**src/rtl/jt12_wrsched_if.sv**
```systemverilog
// Write-request / register-file-write bundle between the bus interface and jt12_wrsched.
// master = CPU/bus side, slave = the scheduler.
interface jt12_wrsched_if #(
  parameter int DW = 8
) ();
  logic          in_valid;
  logic          in_ready;
  logic [2:0]    in_ch;
  logic [1:0]    in_op;
  logic [DW-1:0] in_data;
  logic          wr_en;
  logic [4:0]    wr_slot;
  logic [DW-1:0] wr_data;
  logic          drop;
  logic          busy;

  modport master (
    output in_valid, in_ch, in_op, in_data,
    input  in_ready, wr_en, wr_slot, wr_data, drop, busy
  );

  modport slave (
    input  in_valid, in_ch, in_op, in_data,
    output in_ready, wr_en, wr_slot, wr_data, drop, busy
  );
endinterface

```
**src/rtl/jt12_wrsched.sv**
```systemverilog
// 24-slot operator sequencer (S1,S3,S2,S4 x 6 channels) with an in-order write FIFO that releases
// each write when its slot passes. Define JT12_WRSCHED_BYPASS_EN to let empty-FIFO hits skip the FIFO.
module jt12_wrsched #(
  parameter int DW    = 8,
  parameter int DEPTH = 4,
  parameter int AW    = 2
) (
  input  logic             clk,
  input  logic             rst,
  input  logic             i_cen,
  output logic             o_s1_enters,
  output logic             o_s2_enters,
  output logic             o_s3_enters,
  output logic             o_s4_enters,
  output logic [2:0]       o_cur_ch,
  output logic [4:0]       o_cur_slot,
  output logic             o_zero,
  jt12_wrsched_if.slave    bus
);

  localparam logic [AW:0] LpFull = (AW+1)'(DEPTH);

  logic [4:0]    r_slot;
  logic [AW-1:0] r_wptr;
  logic [AW-1:0] r_rptr;
  logic [AW:0]   r_count;
  logic          r_wr_en;
  logic [4:0]    r_wr_slot;
  logic [DW-1:0] r_wr_data;
  logic          r_drop;

  logic [4:0]    r_mem_slot [DEPTH];
  logic [DW-1:0] r_mem_data [DEPTH];

  logic [1:0]    w_grp;
  logic [4:0]    w_grp_base;
  logic [4:0]    w_tgt_base;
  logic [4:0]    w_tgt;
  logic          w_ready;
  logic          w_accept;
  logic          w_bad;
  logic          w_bypass;
  logic          w_push;
  logic          w_pop;
  logic          w_empty;

  // Slot -> group/channel decode
  always_comb begin
    w_grp      = 2'd0;
    w_grp_base = 5'd0;
    if (r_slot >= 5'd18) begin
      w_grp      = 2'd3;
      w_grp_base = 5'd18;
    end else if (r_slot >= 5'd12) begin
      w_grp      = 2'd2;
      w_grp_base = 5'd12;
    end else if (r_slot >= 5'd6) begin
      w_grp      = 2'd1;
      w_grp_base = 5'd6;
    end
  end

  assign o_cur_slot  = r_slot;
  assign o_cur_ch    = 3'(r_slot - w_grp_base);
  assign o_s1_enters = (w_grp == 2'd0);
  assign o_s3_enters = (w_grp == 2'd1);
  assign o_s2_enters = (w_grp == 2'd2);
  assign o_s4_enters = (w_grp == 2'd3);
  assign o_zero      = (r_slot == 5'd23);

  // Operator number -> slot group base (S1,S2,S3,S4 live in groups 0,2,1,3)
  always_comb begin
    w_tgt_base = 5'd0;
    case (bus.in_op)
      2'd0:    w_tgt_base = 5'd0;
      2'd1:    w_tgt_base = 5'd12;
      2'd2:    w_tgt_base = 5'd6;
      default: w_tgt_base = 5'd18;
    endcase
    w_tgt = w_tgt_base + {2'b00, bus.in_ch};
  end

  assign w_empty  = (r_count == '0);
  assign w_ready  = (r_count != LpFull);
  assign w_accept = bus.in_valid & w_ready;
  assign w_bad    = (bus.in_ch > 3'd5);

`ifdef JT12_WRSCHED_BYPASS_EN
  assign w_bypass = w_accept & ~w_bad & w_empty & i_cen & (w_tgt == r_slot);
`else
  assign w_bypass = 1'b0;
`endif

  assign w_push = w_accept & ~w_bad & ~w_bypass;
  // Only the head is eligible, which keeps writes in program order
  assign w_pop  = ~w_empty & i_cen & (r_mem_slot[r_rptr] == r_slot);

  always_ff @(posedge clk) begin
    if (w_push) begin
      r_mem_slot[r_wptr] <= w_tgt;
      r_mem_data[r_wptr] <= bus.in_data;
    end
  end

  always_ff @(posedge clk) begin
    if (rst) begin
      r_slot    <= 5'd0;
      r_wptr    <= '0;
      r_rptr    <= '0;
      r_count   <= '0;
      r_wr_en   <= 1'b0;
      r_wr_slot <= 5'd0;
      r_wr_data <= '0;
      r_drop    <= 1'b0;
    end else begin
      if (i_cen) begin
        r_slot <= (r_slot == 5'd23) ? 5'd0 : r_slot + 5'd1;
      end
      if (w_push) begin
        r_wptr <= r_wptr + 1'b1;
      end
      if (w_pop) begin
        r_rptr <= r_rptr + 1'b1;
      end
      case ({w_push, w_pop})
        2'b10:   r_count <= r_count + 1'b1;
        2'b01:   r_count <= r_count - 1'b1;
        default: r_count <= r_count;
      endcase
      r_wr_en <= w_pop | w_bypass;
      if (w_pop) begin
        r_wr_slot <= r_mem_slot[r_rptr];
        r_wr_data <= r_mem_data[r_rptr];
      end else if (w_bypass) begin
        r_wr_slot <= w_tgt;
        r_wr_data <= bus.in_data;
      end
      r_drop <= w_accept & w_bad;
    end
  end

  assign bus.in_ready = w_ready;
  assign bus.wr_en    = r_wr_en;
  assign bus.wr_slot  = r_wr_slot;
  assign bus.wr_data  = r_wr_data;
  assign bus.drop     = r_drop;
  assign bus.busy     = ~w_empty | r_wr_en;

endmodule
```
**src/flat_wrapper.sv**
```systemverilog
// flat-port wrapper written by rule: the top's interface ports become plain ports
module jt12_wrsched_flat 
#(
  parameter int DW    = 8,
  parameter int DEPTH = 4,
  parameter int AW    = 2
)
  (clk, rst, i_cen, o_s1_enters, o_s2_enters, o_s3_enters, o_s4_enters, o_cur_ch, o_cur_slot, o_zero, bus_in_valid, bus_in_ch, bus_in_op, bus_in_data, bus_in_ready, bus_wr_en, bus_wr_slot, bus_wr_data, bus_drop, bus_busy);
  jt12_wrsched_if #(.DW(DW)) bus_i ();
  input  logic clk;
  input  logic rst;
  input  logic i_cen;
  output logic o_s1_enters;
  output logic o_s2_enters;
  output logic o_s3_enters;
  output logic o_s4_enters;
  output logic [2:0] o_cur_ch;
  output logic [4:0] o_cur_slot;
  output logic o_zero;
  input wire logic [$bits(bus_i.in_valid)-1:0] bus_in_valid;
  input wire logic [$bits(bus_i.in_ch)-1:0] bus_in_ch;
  input wire logic [$bits(bus_i.in_op)-1:0] bus_in_op;
  input wire logic [$bits(bus_i.in_data)-1:0] bus_in_data;
  output wire logic [$bits(bus_i.in_ready)-1:0] bus_in_ready;
  output wire logic [$bits(bus_i.wr_en)-1:0] bus_wr_en;
  output wire logic [$bits(bus_i.wr_slot)-1:0] bus_wr_slot;
  output wire logic [$bits(bus_i.wr_data)-1:0] bus_wr_data;
  output wire logic [$bits(bus_i.drop)-1:0] bus_drop;
  output wire logic [$bits(bus_i.busy)-1:0] bus_busy;
  assign bus_i.in_valid = bus_in_valid;
  assign bus_i.in_ch = bus_in_ch;
  assign bus_i.in_op = bus_in_op;
  assign bus_i.in_data = bus_in_data;
  assign bus_in_ready = bus_i.in_ready;
  assign bus_wr_en = bus_i.wr_en;
  assign bus_wr_slot = bus_i.wr_slot;
  assign bus_wr_data = bus_i.wr_data;
  assign bus_drop = bus_i.drop;
  assign bus_busy = bus_i.busy;
  jt12_wrsched #(.DW(DW), .DEPTH(DEPTH), .AW(AW)) u_core (.clk(clk), .rst(rst), .i_cen(i_cen), .o_s1_enters(o_s1_enters), .o_s2_enters(o_s2_enters), .o_s3_enters(o_s3_enters), .o_s4_enters(o_s4_enters), .o_cur_ch(o_cur_ch), .o_cur_slot(o_cur_slot), .o_zero(o_zero), .bus(bus_i));
endmodule
```
**config.mk**
```make
export PLATFORM = sky130hd
export DESIGN_NAME = jt12_wrsched_flat
export DESIGN_NICKNAME = d
export VERILOG_FILES = /design/src/rtl/jt12_wrsched_if.sv /design/src/rtl/jt12_wrsched.sv /design/src/flat_wrapper.sv
export SDC_FILE = /design/constraint.sdc
export NUM_CORES = 1
export LEC_CHECK = 0
export CORE_ASPECT_RATIO = 1.75
export CORE_MARGIN = 2
export CORE_UTILIZATION = 50
export DETAILED_ROUTE_END_ITERATION = 12
export GPL_ROUTABILITY_DRIVEN = 0
export PLACE_DENSITY = 0.84
export RECOVER_POWER = 25
export SLEW_MARGIN = 5
export SYNTH_ARGS = -nofsm -noshare
export SYNTH_HDL_FRONTEND = slang
export SYNTH_SLANG_ARGS = --single-unit
```
**constraint.sdc**
```tcl
create_clock -name clk -period 6.55 [get_ports clk]
set_input_delay 0.655 -clock clk [delete_from_list [all_inputs] [get_ports clk]]
set_output_delay 0.655 -clock clk [all_outputs]
set_load 0.05 [all_outputs]
```
==> impl_summary.md, run 1 <==
Run status
The flow ran to the end, and the final reports show no timing, DRC or antenna violations.

Cells and area
The library cells used most frequently in the layout, excluding fill and tap cells, are 52 x sky130_fd_sc_hd__edfxtp_1, 36 x sky130_fd_sc_hd__clkdlybuf4s50_1, 29 x sky130_fd_sc_hd__dfxtp_1. The ratio of cells with drive above 1 in the final layout is between 10% and 20%. Once layout is done, the placed cells without fillers occupy 4270 um^2. After filler insertion, the fill cell instance count of the layout stands at 511. The most common cell after layout, fill and taps aside is sky130_fd_sc_hd__edfxtp_1. The count of inserted antenna diode cells is 0. The final standard cell count with taps included and fillers excluded is approximately 390. At the end of the flow, the number of nets in the layout was 330.

The area growth from synthesis to layout is 23.5%.

GRT
The first-pass GRT wire length is slightly above 10 mm. The layer with the highest usage after global routing is met2. Global routing used between 20% and 30% of the available met1 tracks. In the global route stage, met3 resource usage came out at roughly 5.1%.

Global routing used 31.5% of the available met2 tracks. The initial antenna violation count is 0. The via count of the first global-routing pass is approximately 2,200.

After global routing the overflow that remains totals 0. Entering global routing, the biggest net connects 29 pins. Global routing consumed, over all layers together, between 10% and 20% of the routing resources.

Synthesis
The number of nets produced by synthesis is a little under 300. The portion of the post-synthesis area used by sequential elements is 61.9%. Yosys printed 0 warnings. The post-synthesis cell type count is 36. In the synthesized netlist, the number of instances is ~260. The average cell area after synthesis is between 10 and 15 um^2. After synthesis the cells add up to approximately 3500 um^2. The post-synthesis register bit count is between 80 and 90.

Setup path
Along the worst path, the maximum fanout reaches 6. In this design, the stage delay of the slowest critical-path cell is a little over 800 ps. The worst setup path is launched from a register. The critical path goes through inv_1 > ha_1 > o41a_1 > or2_2 > ha_1 > xnor2_1 > xnor2_1 > clkdlybuf4s50_1. The arrival time at the worst endpoint is 3100 ps. The kind of critical path is register to output port. The number of buffers and inverters on the critical path is 2.

In this design, the largest share of critical-path delay is due to buffers and inverters. The slowest library cell on the worst path is sky130_fd_sc_hd__clkdlybuf4s50_1. At the worst endpoint, the required time is between 5000 and 6000 ps.

The endpoint class of the critical path is an output port.

Drt
For this block, the routed nets add up to between 6 and 7 mm of wire. In the routed design, unresolved DRC markers number 0. Before antenna repair, the detailed router went through 4 iterations.

The count of antenna-violating nets left after detailed routing is 0. In this run, the number of DRC markers left after iteration 0 of detailed routing was around 120. The routed via count is roughly 2,100.

Using the TritonRoute via totals, the vias-per-cell ratio works out to between 5 and 6. The detailed-route wire length per cell is 16.2 um.

Placement
Once placement finished, the instance area stood at just under 4000 um^2. The cell count after placement is ~370. The count of buffers inserted at the top-level ports is 46. The wire-length estimate of the detail-placed layout is approximately 4.4 mm.

Timing
The count of pins over their slew limit is 0. The slew at the pin with the worst max-slew slack is approximately 1100 ps. Measured against its own limit, the worst slew margin works out to ~28%. The clock period could shrink to approximately 3800 ps. Clock skew on the completed layout was measured at ~7 ps. The final critical path takes up around 57% of the cycle.

Setup violations remaining at the end of the flow were counted as 0. The count of endpoints failing hold in the final timing report is 0. Setup repair after global routing left no endpoint under its margin. Summed over all failing endpoints, the final setup total negative slack is 0 ps. The top achievable clock speed is 266 MHz.

Pwr
The sequential share of power is a little under half. For this design the total switching power over the nets is between 0.2 and 0.3 mW. The total power per unit cell area is around 280 nW/um^2. VDD sags by at most roughly 0.00021 V. Combinational logic burns 8.1% of the power.

Summing internal, switching and leakage power gives roughly 1.2 mW. Internal power comes to about 0.94 mW. The static leakage power is between 1 and 1.5 nW. Of the total power, the clock network draws 44.3%. Net switching is 21.8% of the power.

Clock network
The later pin in the worst-skew pair is clocked with a latency of around 340 ps. The setup fix buffers added after clock tree synthesis is 0. The longest clock path from root to sink contains 2 buffers.

The clock-pin transition on the worst setup and hold timing paths is 60 ps. The tree is rooted in a sky130_fd_sc_hd__clkbuf_16. Gates resized during post-CTS repair numbered 0. The number of buffers inserted during clock tree synthesis is 9. TritonCTS built the clock tree. In this run the number of H-tree levels came out at 3. The count of hold-fix buffers inserted at cts is 0.

The number of clock sinks seen by CTS is a little over 80.

Floorplan
The placeable core region is about 6800 um^2. Once the floorplan was initialized, standard cells occupied approximately half of the core. The die area is around 7600 um^2.

During I/O placement, the number of pins put on the boundary was 47. The chip width is between 60 and 70 um. The placement row count is 40. The floorplan die height is about 110 um.

Run
The number of max-capacitance violations reported is 0.

Hold path
The min-delay analysis places its worst path in the category register to register.
## cells by family (layout without fill, tap and decap cells)
logic type      after synthesis  count (layout)  share of synthesized area, %
xor+xnor                     13              13                          3.51
compound gates               43              43                          6.72
buf+inv                      33              78                          4.05
fa+ha+maj                    15              15                          5.86
flops                        81              81                          61.9
simple gates                 56              56                          8.28
mux                          17              17                          9.69
## synth_stat cells
cell type | count | area, um^2
sky130_fd_sc_hd__o21ai_0 | 16 | 80.1
sky130_fd_sc_hd__or3_1 | 1 | 6.26
sky130_fd_sc_hd__buf_6 | 1 | 11.3
sky130_fd_sc_hd__or3b_2 | 1 | 8.76
sky130_fd_sc_hd__xor2_1 | 3 | 26.3
sky130_fd_sc_hd__o31a_1 | 1 | 8.76
sky130_fd_sc_hd__a21o_1 | 1 | 7.51
sky130_fd_sc_hd__ha_1 | 13 | 163
sky130_fd_sc_hd__o31ai_1 | 1 | 7.51
sky130_fd_sc_hd__nand3_1 | 17 | 85.1
sky130_fd_sc_hd__dfxtp_1 | 29 | 581
sky130_fd_sc_hd__mux4_2 | 13 | 293
sky130_fd_sc_hd__a211oi_1 | 1 | 7.51
sky130_fd_sc_hd__inv_1 | 16 | 60.1
sky130_fd_sc_hd__edfxtp_1 | 52 | 1560
sky130_fd_sc_hd__buf_1 | 3 | 11.3
sky130_fd_sc_hd__fa_1 | 2 | 40.0
sky130_fd_sc_hd__xnor2_2 | 1 | 16.3
sky130_fd_sc_hd__or4_1 | 2 | 15.0
sky130_fd_sc_hd__o41a_1 | 1 | 11.3
sky130_fd_sc_hd__nand4_2 | 1 | 12.5
sky130_fd_sc_hd__buf_4 | 1 | 7.51
sky130_fd_sc_hd__and2_1 | 5 | 31.3
sky130_fd_sc_hd__nor2_1 | 15 | 56.3
sky130_fd_sc_hd__nand4_1 | 1 | 6.26
sky130_fd_sc_hd__nor3_1 | 2 | 10.0
sky130_fd_sc_hd__nand2_1 | 7 | 26.3
sky130_fd_sc_hd__mux2i_1 | 2 | 20.0
sky130_fd_sc_hd__nor3b_1 | 1 | 7.51
sky130_fd_sc_hd__or2_2 | 2 | 12.5
sky130_fd_sc_hd__and4_1 | 1 | 8.76
sky130_fd_sc_hd__clkbuf_1 | 8 | 30.0
sky130_fd_sc_hd__mux2_2 | 2 | 22.5
sky130_fd_sc_hd__a21oi_1 | 22 | 110
sky130_fd_sc_hd__xnor2_1 | 9 | 78.8
sky130_fd_sc_hd__buf_2 | 4 | 20.0
## flip-flops by register name, indices dropped and copies added, names as in the netlist, named ones only
register,count
u_core.bus.wr_data,8
u_core.bus.wr_en,1
u_core.r_rptr,2
u_core.r_count,3
u_core.r_wptr,2
u_core.r_mem_slot,20
u_core.r_mem_data,32
u_core.bus.drop,1
u_core.bus.wr_slot,5
u_core.o_cur_slot,5
## final timing paths
check	depth (start not counted)	slack, ps	to	start
max	8	2800	o_cur_ch[2]	u_core.o_cur_slot[0]$_SDFFE_PP0P_
min	2	490	u_core.bus.wr_data[6]$_SDFFE_PP0P_	u_core.bus.wr_data[6]$_SDFFE_PP0P_
max reg2reg	10	3300	u_core.r_count[2]$_SDFFE_PP0P_	register
min reg2reg	2	490	u_core.bus.wr_data[6]$_SDFFE_PP0P_	u_core.bus.wr_data[6]$_SDFFE_PP0P_
## worst reg2reg max path: cells and delay by family, from the launching register on
| family | cells | cell delay, ps |
|---|---|---|
| xor gates and xnor gates | 2 | 400 |
| adders and majority gates | 2 | 590 |
| DFF | 1 | 510 |
| AOI/OAI and AO/OA | 1 | 140 |
| buffers and inverters | 1 | 60 |
| muxes | 1 | 590 |
| and+or+nand+nor | 3 | 900 |
## power by group through the flow
stage	clock network (mW)	registers, mW	logic (mW)
finish	0.535	0.574	0.0982
global route	0.561	0.576	0.108
CTS	0.542	0.574	0.100
detailed placement	0	0.585	0.0995
global placement	0	0.584	0.0960
floorplan	0	0.587	0.0632
## routing by layer
metal,share of wire [%],vias to the layer above
met5,0,-
met4,2.4,0
met3,4.7,10
met2,53,72
met1,40,1044
li1,-,1018
## through the flow
stage / util, % / hold WS, ps / worst slack (ps)
final: 62.8 / 485 / 2800
after global placement: 58.0 / 468 / 3230
after detailed placement: 58.0 / 478 / 3160
after floorplan: - / 479 / 2600
after global routing: 62.8 / 499 / 2630
after CTS: 62.8 / 489 / 2790
## final cells by class
cell class / instances / area, um^2 / share of cell area [%]
Sequential cell: 81 / 2140 / 50.1
Multi-Input combinational cell: 144 / 1180 / 27.6
Timing Repair Buffer: 46 / 460 / 10.8
Clock buffer: 13 / 282 / 6.59
Tap cell: 84 / 105 / 2.46
Inverter: 16 / 60.1 / 1.41
Clock inverter: 3 / 45.0 / 1.05
Note: power is estimated with default switching activity, not from simulation.
==> run 2, diff against run 1 <==
--- a/config.mk
+++ b/config.mk
@@ -7,10 +7,10 @@
 export LEC_CHECK = 0
 export CORE_ASPECT_RATIO = 1.75
 export CORE_MARGIN = 2
-export CORE_UTILIZATION = 50
+export CORE_UTILIZATION = 49
 export DETAILED_ROUTE_END_ITERATION = 12
 export GPL_ROUTABILITY_DRIVEN = 0
-export PLACE_DENSITY = 0.84
+export PLACE_DENSITY = 0.85
 export RECOVER_POWER = 25
 export SLEW_MARGIN = 5
 export SYNTH_ARGS = -nofsm -noshare
==> constraint.sdc (replaced) <==
create_clock -name clk -period 3.3 [get_ports clk]
set_input_delay 0.33 -clock clk [delete_from_list [all_inputs] [get_ports clk]]
set_output_delay 0.33 -clock clk [all_outputs]
set_load 0.05 [all_outputs]
==> run 2 against run 1 <==
  * First-iteration DRC count increased by 14%
  * Power up 95%
  * Sequential power rose by 99%
  * Critical endpoint is now u_core.r_count[2]$_SDFFE_PP0P_
  * Largest power group unchanged
==> impl_summary.md, run 2 (same netlist as run 1, synthesis figures left out) <==
Drt
The iteration-0 DRC count of the detailed router is 139 (+14%). The number of remaining DRC errors is 0 (unchanged). The count of antenna-violating nets left after detailed routing is 0 (unchanged). The routed via count is 2,155 (+0.51%). The number of detailed-routing iterations run before antenna repair is 5 (+1). The via-per-instance ratio is 5.54 (about the same).

The detailed-route wire length per cell is 16.7 um (+3.2%). The total length of routed wires is 6.50 mm (+3.8%).

Timing
The final worst-path cycle share is ~90%. Setup repair after global routing left no endpoint under its margin. The worst slew margin relative to its limit is 26.3% (-1.7 points). The slew at the pin with the worst max-slew slack is 1100 ps (+26.1 ps). The count of pins over their slew limit is 0 (unchanged).

The minimum clock period is between 2000 and 3000 ps. The maximum clock skew at final layout is 8.47 ps (+1.48 ps). Based on the critical path, the design can be clocked at up to about 340 MHz. The total negative slack for setup checks is 0 ps (unchanged). The number of endpoints failing setup at the final stage is 0 (unchanged). The count of endpoints failing hold in the final timing report is 0 (unchanged).

Setup path
The peak per-stage delay on the critical path was 590 ps (-220 ps). By startpoint and endpoint, the worst setup path is classified as register to register. The worst path required time came to 3550 ps (-2340 ps). Walking the worst path, the cells encountered are mux4_2 > xnor2_1 > nand4_2 > nor2_1 > ha_1 > inv_1 > fa_1 > xor2_1 > or3_1 > a21oi_1. The arrival time at the worst endpoint came to 3210 ps (+110 ps). The slowest library cell on the worst path is sky130_fd_sc_hd__mux4_2. STA classifies the critical path endpoint as a register.

The kind of start point of the critical path is a register. The highest net fanout along the worst path is 5 (-1).

Clock network
The clock-pin transition on the worst setup and hold timing paths is 60 ps (about the same). The level count of the clock H-tree came to 3 (unchanged). In this run the clock root is driven by a sky130_fd_sc_hd__clkbuf_16. The maximum buffer depth of the clock tree is 2 (unchanged). The number of clock sinks seen by CTS is 81 (unchanged).

TritonCTS built the clock tree. The number of buffers inserted during clock tree synthesis came to 9 (unchanged). The clock latency on the worst-skew pair is 330 ps (about the same).

Run status
The run finished with clean final reports.

GRT
The met1 usage in global routing is 18.5% (-2.1 points). The first-pass GRT wire length came to 10.4 mm (+1.8%). The met2 demand-to-capacity share in global routing is 32.9% (+1.5 points).

The maximum number of pins on one net before global-route repair came to 29 (unchanged). The global-route track usage on met3 is 5.28% (+0.17 points). The total track usage is 18.7% (+0.11 points).

The initial antenna violation count is 0 (unchanged). met2 is the most crowded layer. The remaining global-route overflow is 0 (unchanged). The via count of the first global-routing pass is 2,194 (+1.7%).

Cells and area
The largest register by flop count is u_core.r_mem_data. The count of inserted antenna diode cells is 0 (unchanged). The area growth from synthesis to layout is 23.8%. The final-stage net count was 332 (+0.61%).

The number of flip-flops in the largest register was 32 (unchanged). The post-route core utilization is 62.5% (-0.28 points). The ratio of cells with drive above 1 in the final layout came to 13.1% (+1.6 points).

The library cell used most frequently in the layout, excluding fill and tap cells, is sky130_fd_sc_hd__edfxtp_1. In the layout the commonest cells are 52 x sky130_fd_sc_hd__edfxtp_1, 34 x sky130_fd_sc_hd__clkdlybuf4s50_1, 29 x sky130_fd_sc_hd__dfxtp_1.

Pwr
The net switching power is 0.521 mW (+98%). The part of the power in the clock network came to 43.2% (-1.1 points). The fraction of power consumed by combinational cells is 8.4% (+0.3 points). The switching fraction of total power is 22.1% (+0.31 points). The sequential share of power is 48.4% (+0.9 points). The static leakage power came to 1.49 nW (+1.7%). The total power per unit cell area came to 550 nW/um^2 (+95%). The maximum vdd ir drop is 0.000325 V (+57%). The total internal power is 1.83 mW (+94%).

Floorplan
The number of I/O pins is 47 (unchanged). The starting utilization of the core area came to 50.5% (-0.37 points). The placeable core region is 6860 um^2 (+0.74%).

The floorplan die height is 115 um (+0.98%). The die area came to 7780 um^2 (+1.9%). The chip width is 67.5 um (+0.96%). The placement row count is 40 (unchanged).

Run
The number of max-capacitance violations reported came to 0 (unchanged).

Placement
The HPWL reported at the end of detailed placement is 4.51 mm (+3.7%). The count of buffers inserted at the top-level ports is 46 (unchanged).

Hold path
The class of the worst hold path is register to register.
run 2: worst paths after layout:
check	startpoint	to	slack, ps	cells past startpoint
hold / removal	u_core.bus.wr_data[6]$_SDFFE_PP0P_	u_core.bus.wr_data[6]$_SDFFE_PP0P_	490	2
setup reg to reg	register	u_core.r_count[2]$_SDFFE_PP0P_	340	10
hold reg to reg	u_core.bus.wr_data[6]$_SDFFE_PP0P_	u_core.bus.wr_data[6]$_SDFFE_PP0P_	490	2
setup / recovery	register	u_core.r_count[2]$_SDFFE_PP0P_	340	10
run 2: power by group through the flow:
stage	Combinational, mW	Clock [mW]	Sequential (mW)
after CTS	0.203	1.03	1.14
after floorplan	0.126	0	1.16
after global placement	0.192	0	1.16
after detailed placement	0.200	0	1.16
after global routing	0.216	1.08	1.14
final	0.199	1.02	1.14
run 2: routing by layer:
layer	up-vias	part of all wire [%]
li1	1022	-
met1	1065	36
met2	56	57
met3	12	4.0
met4	0	2.8
met5	-	0
run 2: layout make-up:
| type | count | area (um^2) |
|---|---|---|
| clock buffer | 11 | 254 |
| sequential | 81 | 2140 |
| fill | 467 | 2570 |
| clock inverter | 5 | 60.1 |
| tap | 84 | 105 |
| timing repair buffer | 48 | 475 |
| inverter | 16 | 60.1 |
| multi-input combinational | 144 | 1190 |
run 2: through the flow:
stage               hold slack (ps)  std cells  total power [mW]  worst slack [ps]  area, um^2
floorplan                       429        258              1.29              83.7        3470
global placement                467        373              1.35               507        3970
detailed placement              468        373              1.36               380        3970
CTS                             483        389              2.38              16.0        4280
global route                    506        389              2.44               209        4290
finish                          489        389              2.35               339        4290
run 2: repair_timing:
action | CTS | global route
hold buffers | 0 | 0
buffers inserted | 0 | 0
resized for setup | 0 | 1
endpoints found under the setup margin | 0 | 1
hold endpoints to repair | 0 | 0
run 2: critical path: cells and delay by family, from the launching register on:
family                   cells  cell delay, ps
AND/OR/NAND/NOR              3             580
buffers and inverters        1              60
flip-flops                   1             510
AO/OA/AOI/OAI                1             140
XOR/XNOR                     2             430
adder cells (fa/ha/maj)      2             570
multiplexers                 1             590
